**src/rtl/uart_rx_pkg.sv**
```systemverilog
// Shared RX-path definitions: deserializer state encoding and bit-order constants
// used by both the deserializer and the RX FSM.
package uart_rx_pkg;

    typedef enum logic {
        ST_IDLE  = 1'b0,
        ST_SHIFT = 1'b1
    } deser_state_e;

    localparam logic UART_LSB_FIRST = 1'b0;
    localparam logic UART_MSB_FIRST = 1'b1;

endpackage

```
**src/rtl/uart_rx_deser_p.sv**
```systemverilog
// Parametrised UART RX deserializer: runtime frame length and bit order, running
// parity, and a valid/ack holding register with sticky overrun detection.
module uart_rx_deser_p
    import uart_rx_pkg::*;
#(
    parameter int DATA_WIDTH = 8,
    parameter int LEN_W      = $clog2(DATA_WIDTH + 1)
) (
    input  logic                  CLK,
    input  logic                  RST,
    input  logic                  deser_start,
    input  logic                  deser_New_bit,
    input  logic                  sampled_bit,
    input  logic [LEN_W-1:0]      cfg_len,
    input  logic                  cfg_msb_first,
    input  logic                  data_ack,
    output logic [DATA_WIDTH-1:0] P_DAta,
    output logic                  data_valid,
    output logic                  deser_done,
    output logic                  par_calc,
    output logic                  overrun,
    output logic                  busy
);

    deser_state_e          state_q;
    logic [DATA_WIDTH-1:0] assembly_q;
    logic [LEN_W-1:0]      cnt_q;
    logic [LEN_W-1:0]      len_q;
    logic                  msb_q;
    logic                  par_q;

    logic                  bit_take;
    logic                  last_bit;
    logic [LEN_W-1:0]      len_eff;
    logic [DATA_WIDTH-1:0] assembly_nxt;
    logic                  par_nxt;

    // Out-of-range frame lengths fall back to the full word width.
    always_comb begin
        len_eff = cfg_len;
        if (cfg_len == '0 || cfg_len > LEN_W'(DATA_WIDTH)) begin
            len_eff = LEN_W'(DATA_WIDTH);
        end
    end

    // A start strobe always wins over a coincident data bit.
    assign bit_take = (state_q == ST_SHIFT) && deser_New_bit && !deser_start;
    assign last_bit = bit_take && (cnt_q == len_q - LEN_W'(1));
    assign par_nxt  = par_q ^ sampled_bit;

    always_comb begin
        assembly_nxt = assembly_q;
        if (msb_q == UART_MSB_FIRST) begin
            assembly_nxt = {assembly_q[DATA_WIDTH-2:0], sampled_bit};
        end else begin
            for (int i = 0; i < DATA_WIDTH; i++) begin
                if (cnt_q == LEN_W'(i)) begin
                    assembly_nxt[i] = sampled_bit;
                end
            end
        end
    end

    // Frame assembly FSM; the presented word and parity only move on completion.
    always_ff @(posedge CLK or negedge RST) begin
        if (!RST) begin
            state_q    <= ST_IDLE;
            assembly_q <= '0;
            cnt_q      <= '0;
            len_q      <= '0;
            msb_q      <= UART_LSB_FIRST;
            par_q      <= 1'b0;
            P_DAta     <= '0;
            par_calc   <= 1'b0;
            deser_done <= 1'b0;
        end else begin
            deser_done <= 1'b0;
            if (deser_start) begin
                state_q    <= ST_SHIFT;
                assembly_q <= '0;
                cnt_q      <= '0;
                par_q      <= 1'b0;
                len_q      <= len_eff;
                msb_q      <= cfg_msb_first;
            end else if (bit_take) begin
                assembly_q <= assembly_nxt;
                par_q      <= par_nxt;
                cnt_q      <= cnt_q + LEN_W'(1);
                if (last_bit) begin
                    state_q    <= ST_IDLE;
                    P_DAta     <= assembly_nxt;
                    par_calc   <= par_nxt;
                    deser_done <= 1'b1;
                end
            end
        end
    end

    // Holding-register handshake: a fresh word re-asserts valid even when acked
    // in the same cycle, and overrun is sticky until the consumer acknowledges.
    always_ff @(posedge CLK or negedge RST) begin
        if (!RST) begin
            data_valid <= 1'b0;
            overrun    <= 1'b0;
        end else begin
            if (last_bit) begin
                data_valid <= 1'b1;
            end else if (data_ack && data_valid) begin
                data_valid <= 1'b0;
            end

            if (last_bit && data_valid && !data_ack) begin
                overrun <= 1'b1;
            end else if (data_ack) begin
                overrun <= 1'b0;
            end
        end
    end

    assign busy = (state_q == ST_SHIFT);

endmodule

```
**config.mk**
```make
export PLATFORM = sky130hd
export DESIGN_NAME = uart_rx_deser_p
export DESIGN_NICKNAME = d
export VERILOG_FILES = /design/src/rtl/uart_rx_pkg.sv /design/src/rtl/uart_rx_deser_p.sv
export SDC_FILE = /design/constraint.sdc
export NUM_CORES = 1
export LEC_CHECK = 0
export CAP_MARGIN = 20
export CORE_ASPECT_RATIO = 0.7
export CORE_MARGIN = 3
export CORE_UTILIZATION = 35
export CTS_CLUSTER_SIZE = 28
export DETAILED_ROUTE_END_ITERATION = 10
export GPL_TIMING_DRIVEN = 0
export MAX_ROUTING_LAYER = met4
export SLEW_MARGIN = 20
export SYNTH_ARGS = -nofsm -noshare
export SYNTH_HDL_FRONTEND = slang
export SYNTH_SLANG_ARGS = --single-unit
```
**constraint.sdc**
```tcl
create_clock -name CLK -period 3.06 [get_ports CLK]
set_input_delay 0.459 -clock CLK [delete_from_list [all_inputs] [get_ports CLK]]
set_output_delay 0.459 -clock CLK [all_outputs]
set_load 0.01 [all_outputs]
```
---- After elaboration in Yosys (flattened, before gate mapping) ----
Index checks and enable logic that the tools add are counted.
cells by class
  mux-type cells .......................... 26
  equality and inequality tests ........... 8
  bitwise logic cells ..................... 2
  magnitude comparators ................... 1
  add/subtract/negate cells ............... 2
  reduce and logical (&&, ||, !) cells .... 17
operators with widths
  kind                 number
  $mux 8               3
  $mux 1               20
  $eq 4x3->1 const B   4
  $mux 4               3
  $eq 4x2->1 const B   2
  $logic_not 4->1      2
  $reduce_bool 2->1    4
  $logic_and 1x1->1    6
  $add 4x1->4 const B  1
  $eq 4x1->1 const B   1
  $eq 4x4->1           1
  $gt 4x4->1 const B   1
  $sub 4x1->4 const B  1
  $reduce_and 3->1     1
  $logic_not 1->1      2
  $reduce_and 2->1     1
  $logic_or 1x1->1     1
  $not 1->1            1
  $xor 1x1->1          1
word-level totals
  input bits .............................. 11
  logic and storage cells ................. 67
  flip-flop bits (word level) ............. 31

---- Longest topological paths before layout ----
  depth in word-level cells ............... 6
  gate-level depth with buffers ........... 7
  gate-level depth less buffers ........... 6

---- Worst setup path after synthesis ----
No wires, ideal clock.
  path kind ............................... register -> register
  start point ............................. register len_q[0]
  end point ............................... register P_DAta[1]
  period minus slack after synthesis ...... 1.791 ns
  arrival ................................. 1.666 ns
  path buffers ............................ 1
  cell stages (with the launch flop) ...... 8
  setup slack ............................. 1.269 ns
  path through ............................ dfrtp_1 -> inv_1 -> ha_1 -> xnor2_1 -> nor4_4 -> nand3_2 -> buf_6 -> mux2_4
between the ends
  cells in the longest elaborated chain, start to end .. 4
ends and longest elaborated chain
  what                        RTL line               text
  start: declaration          uart_rx_deser_p.sv:28  logic [LEN_W-1:0] len_q;
  start signal: assignment    uart_rx_deser_p.sv:83  len_q <= len_eff;
  $sub 4x1->4                 uart_rx_deser_p.sv:48  assign last_bit = bit_take && (cnt_q == len_q - LEN_W'(1));
  $eq 4x4->1                  uart_rx_deser_p.sv:48
  $logic_and 1x1->1           uart_rx_deser_p.sv:48
  $reduce_and 3->1 (no line)  --
  end signal: assignment      uart_rx_deser_p.sv:91  P_DAta <= assembly_nxt;
  end: declaration            uart_rx_deser_p.sv:17  output logic [DATA_WIDTH-1:0] P_DAta,
Every way passes these cells.
A chain may end at the register's enable or synchronous reset.

---- Worst setup path in the final report ----
Same ends and word-level chain as after synthesis.

==> flow_metrics.env <==
export IMPL_cp_end_kind="register"
export IMPL_status="finished clean"
export IMPL_hpwl_um=2620
export IMPL_gr_total_overflow=0
export IMPL_r2r_cells=7
export IMPL_rrSetupSlack_ps=1090
export IMPL_start_util_pct=37.5
export IMPL_critical_path_required_ps=3230
export IMPL_min_period_ps=1970
export IMPL_io_pins=24
export IMPL_syn_avg_cell_area_sq_um=10.4
export IMPL_syn_to_final_growth_pct=23.8
export IMPL_syn_inst=162
export IMPL_wl_per_cell_um=14.6
export IMPL_ys_ff_latch=31
export IMPL_grt_max_degree=32
export IMPL_routabilityCongestion=0.827
export IMPL_cp_num_cells=7
export IMPL_synthTopCellsByArea="dfrtp_1 (46%), a21oi_1 (4.7%), mux2_4 (4.4%), ha_1 (3.7%), nand3b_1 (3.1%)"
export IMPL_cts_hold_buffers_added=0
export IMPL_synth_fp_nets=178
export IMPL_drc=0
export IMPL_rsz0062_at_grt="false"
export IMPL_cts_sink_count=31
export IMPL_synth_mux_area_fraction_pct=8.30
export IMPL_power_mw=1.21
export IMPL_peakVddDrop_mv=0.277
export IMPL_switching_share_pct=26.3
export IMPL_ant_nets=0
export IMPL_fin_ws_ps=1090
export IMPL_tritoncts="built"
export IMPL_crit_end="P_DAta[1]"
export IMPL_antennaDiodeCount=0
export IMPL_num_rows=20
export IMPL_yosysTopAreaCell="dfrtp_1"
export IMPL_post_cts_resized=0
export IMPL_synth_yosys_seq_area_share_pct=45.9
export IMPL_clk_pin_slew_worst_paths_ps=70
export IMPL_cp_top_family="simple AND/OR/NAND/NOR gates"
export IMPL_syn_cell_area_sq_um=1690
export IMPL_synth_compound_area_share_pct=12.3
export IMPL_core_sq_um=4500
export IMPL_skew_ps=8.27
export IMPL_place_ws_ps=878
export IMPL_max_cap_violations=0
export IMPL_pwr_share_comb_pct=24.0
export IMPL_max_slew_margin_rel_pct=51.8
export IMPL_drt_vias_per_instance=5.03
export IMPL_crit_path_max_fanout=10
export IMPL_die_w_um=89.0
export IMPL_drive_above_1_share_pct=17.2
export IMPL_powerDensity_nw_per_um2=580
export IMPL_tns_ps=0
export IMPL_postLayoutCoreUtil_pct=46.4
export IMPL_cp_slowest_cell="dfrtp_1"
export IMPL_synth_fa_ha_area_share_pct=3.70
export IMPL_final_cell_area_sq_um=2090
export IMPL_arrival_ps=2140
export IMPL_clk_path_buf_depth=2
export IMPL_pwr_share_clk_pct=34.6
export IMPL_grt_usage_pct=14.9
export IMPL_internal_power_mw=0.893
export IMPL_p_seq_share_pct=41.3
export IMPL_hold_path_class="in2async"
export IMPL_grt_pass1_wl_um=6370
export IMPL_drt_pass1_iter_count=4
export IMPL_yosys_area_top_type_share_pct=45.9
export IMPL_crit_path_cell_trace="inv_1, ha_1, xnor2_1, nor4_4, nand3_2, buf_6, mux2_4"
export IMPL_p_sw_mw=0.319
export IMPL_dr_total_vias=1243
export IMPL_synth_distinct_cells=35
export IMPL_crit_buf_inv=2
export IMPL_cp_start_kind="register"
export IMPL_htreeDepth=2
export IMPL_cts_inserted_buffers=5
export IMPL_hold_viol=0
export IMPL_die_area_sq_um=5710
export IMPL_leakagePower_nw=0.937
export IMPL_critPathMaxStageDelay_ps=390
export IMPL_drt_wl_total_um=3620
export IMPL_synth_top_family_by_area="simple AND/OR/NAND/NOR gates"
export IMPL_cts_setup_buffers=0
export IMPL_antenna_found_initial=0
export IMPL_r2r_end="P_DAta[1]"
export IMPL_root_buffer="clkbuf_8"
export IMPL_grt_pass1_vias=1279
export IMPL_slew_viol_final=0
export IMPL_yosys_area_share_simple_pct=19.5
export IMPL_synthXorXnorAreaFrac_pct=5.70
export IMPL_io_buffers=22
export IMPL_drtIter0Drc=102
export IMPL_period_share_pct=64.5
export IMPL_postPlaceCellArea_sq_um=1970
export IMPL_worst_pin_slew_ps=723
export IMPL_critPathKind="reg2reg"
export IMPL_setup_violations=0
export IMPL_timing_rr_start="len_q[0]"
export IMPL_nets=207
export IMPL_synth_warnings=0
export IMPL_cp_startpoint="len_q[0]"
export IMPL_fmax_mhz=507
export IMPL_clock_latency_ps=290
export IMPL_die_y_um=64.1
-- cell type report --
| type | instances | area (sq um) |
|---|---|---|
| multi-input cells | 114 | 836 |
| well taps | 55 | 68.8 |
| clock inverters | 2 | 35.0 |
| fillers | 431 | 2410 |
| repair buffers | 22 | 215 |
| plain buffers | 9 | 47.5 |
| flip-flops and latches | 31 | 776 |
| inverters | 8 | 30.0 |
| clock buffers | 6 | 82.6 |
-- layer usage --
| metal | vias up | part of all wire (%) | GRT usage (%) |
|---|---|---|---|
| met3 | 6 | 4.6 | 4.25 |
| met5 | - | 0 | - |
| met1 | 597 | 52 | 21.4 |
| met4 | 0 | 1.2 | 4.46 |
| met2 | 31 | 42 | 20.4 |
| li1 | 609 | - | - |
-- synth_stat cells --
master     n
a211o_1    3
a211oi_1   1
a21bo_2    3
a21oi_1   16
a221oi_1   4
and2_1     5
and2b_1    2
and2b_2    4
buf_2      2
buf_4      1
buf_6      1
clkbuf_1   5
dfrtp_1   31
ha_1       5
inv_1      8
mux2_2     4
mux2_4     5
mux2i_1    2
nand2_1   12
nand2_4    1
nand2b_1   1
nand3_2    1
nand3b_1   7
nand4_1    1
nor2_1    11
nor2_2     1
nor2b_1    2
nor3_1     2
nor4_4     1
o21a_1     1
o21ai_0    3
o22ai_1    1
or3_1      4
xnor2_1    5
xor2_1     6
-- kinds of logic (layout without fill, tap and decap cells) --
family                     after synthesis  in the layout
muxes                                   11             11
AOI/OAI and AO/OA                       32             32
buffers and inverters                   17             47
and+or+nand+nor                         55             55
adders and majority gates                5              5
xor gates and xnor gates                11             11
DFF                                     31             31
-- power groups by stage --
stage                     clock network [mW]  registers (mW)  logic (mW)
after global routing                   0.449           0.511       0.322
after floorplan                            0           0.521       0.151
after CTS                              0.429           0.503       0.294
final                                  0.420           0.501       0.291
after detailed placement                   0           0.510       0.292
after global placement                     0           0.507       0.289
-- worst min path at each step --
| stage | to | slack [ps] | cells after the start |
|---|---|---|---|
| global route | par_calc | 280 | 1 |
| floorplan | P_DAta[0] | 160 | 0 |
| finish | par_calc | 220 | 1 |
| CTS | par_calc | 250 | 1 |
| detailed placement | P_DAta[2] | 500 | 1 |
| global placement | P_DAta[5] | 490 | 1 |
-- stage by stage --
step,hold slack [ps],instances
2_1_floorplan,163,162
3_3_place_gp,489,239
3_5_place_dp,497,239
4_1_cts,248,247
5_1_grt,276,247
6_report,220,247
-- registers in the layout, summed over array words and instances, names as in the netlist --
name and cells:
P_DAta 8, assembly_q 8, busy 1, cnt_q 4, data_valid 1, deser_done 1
len_q 4, msb_q 1, overrun 1, par_calc 1, par_q 1
-- cell usage in the layout, fill, tap and decap left out, drive strengths merged --
master,Yosys,layout
inv,8,8
mux2i,2,2
a211oi,1,1
o21a,1,1
or3,4,4
nand2b,1,1
nand3,1,1
bufinv,0,1
o21ai,3,3
mux2,9,9
clkinv,0,1
nor4,1,1
xnor2,5,5
o22ai,1,1
nand3b,7,7
a211o,3,3
a221oi,4,4
buf,4,5
clkdlybuf4s50,0,21
nand4,1,1
and2,5,5
a21oi,16,16
nor2,12,12
dfrtp,31,31
a21bo,3,3
ha,5,5
clkbuf,5,11
nor2b,2,2
nand2,13,13
xor2,6,6
nor3,2,2
and2b,6,6
-- worst register-to-register path, delay by kind of cell, from the launching register on --
family        cells  cell delay [ps]
buf+inv           2              260
simple gates      2              420
flops             1              390
xor+xnor          1              160
fa+ha+maj         1              310
mux               1              300
Power figures use the tool's default switching activity.
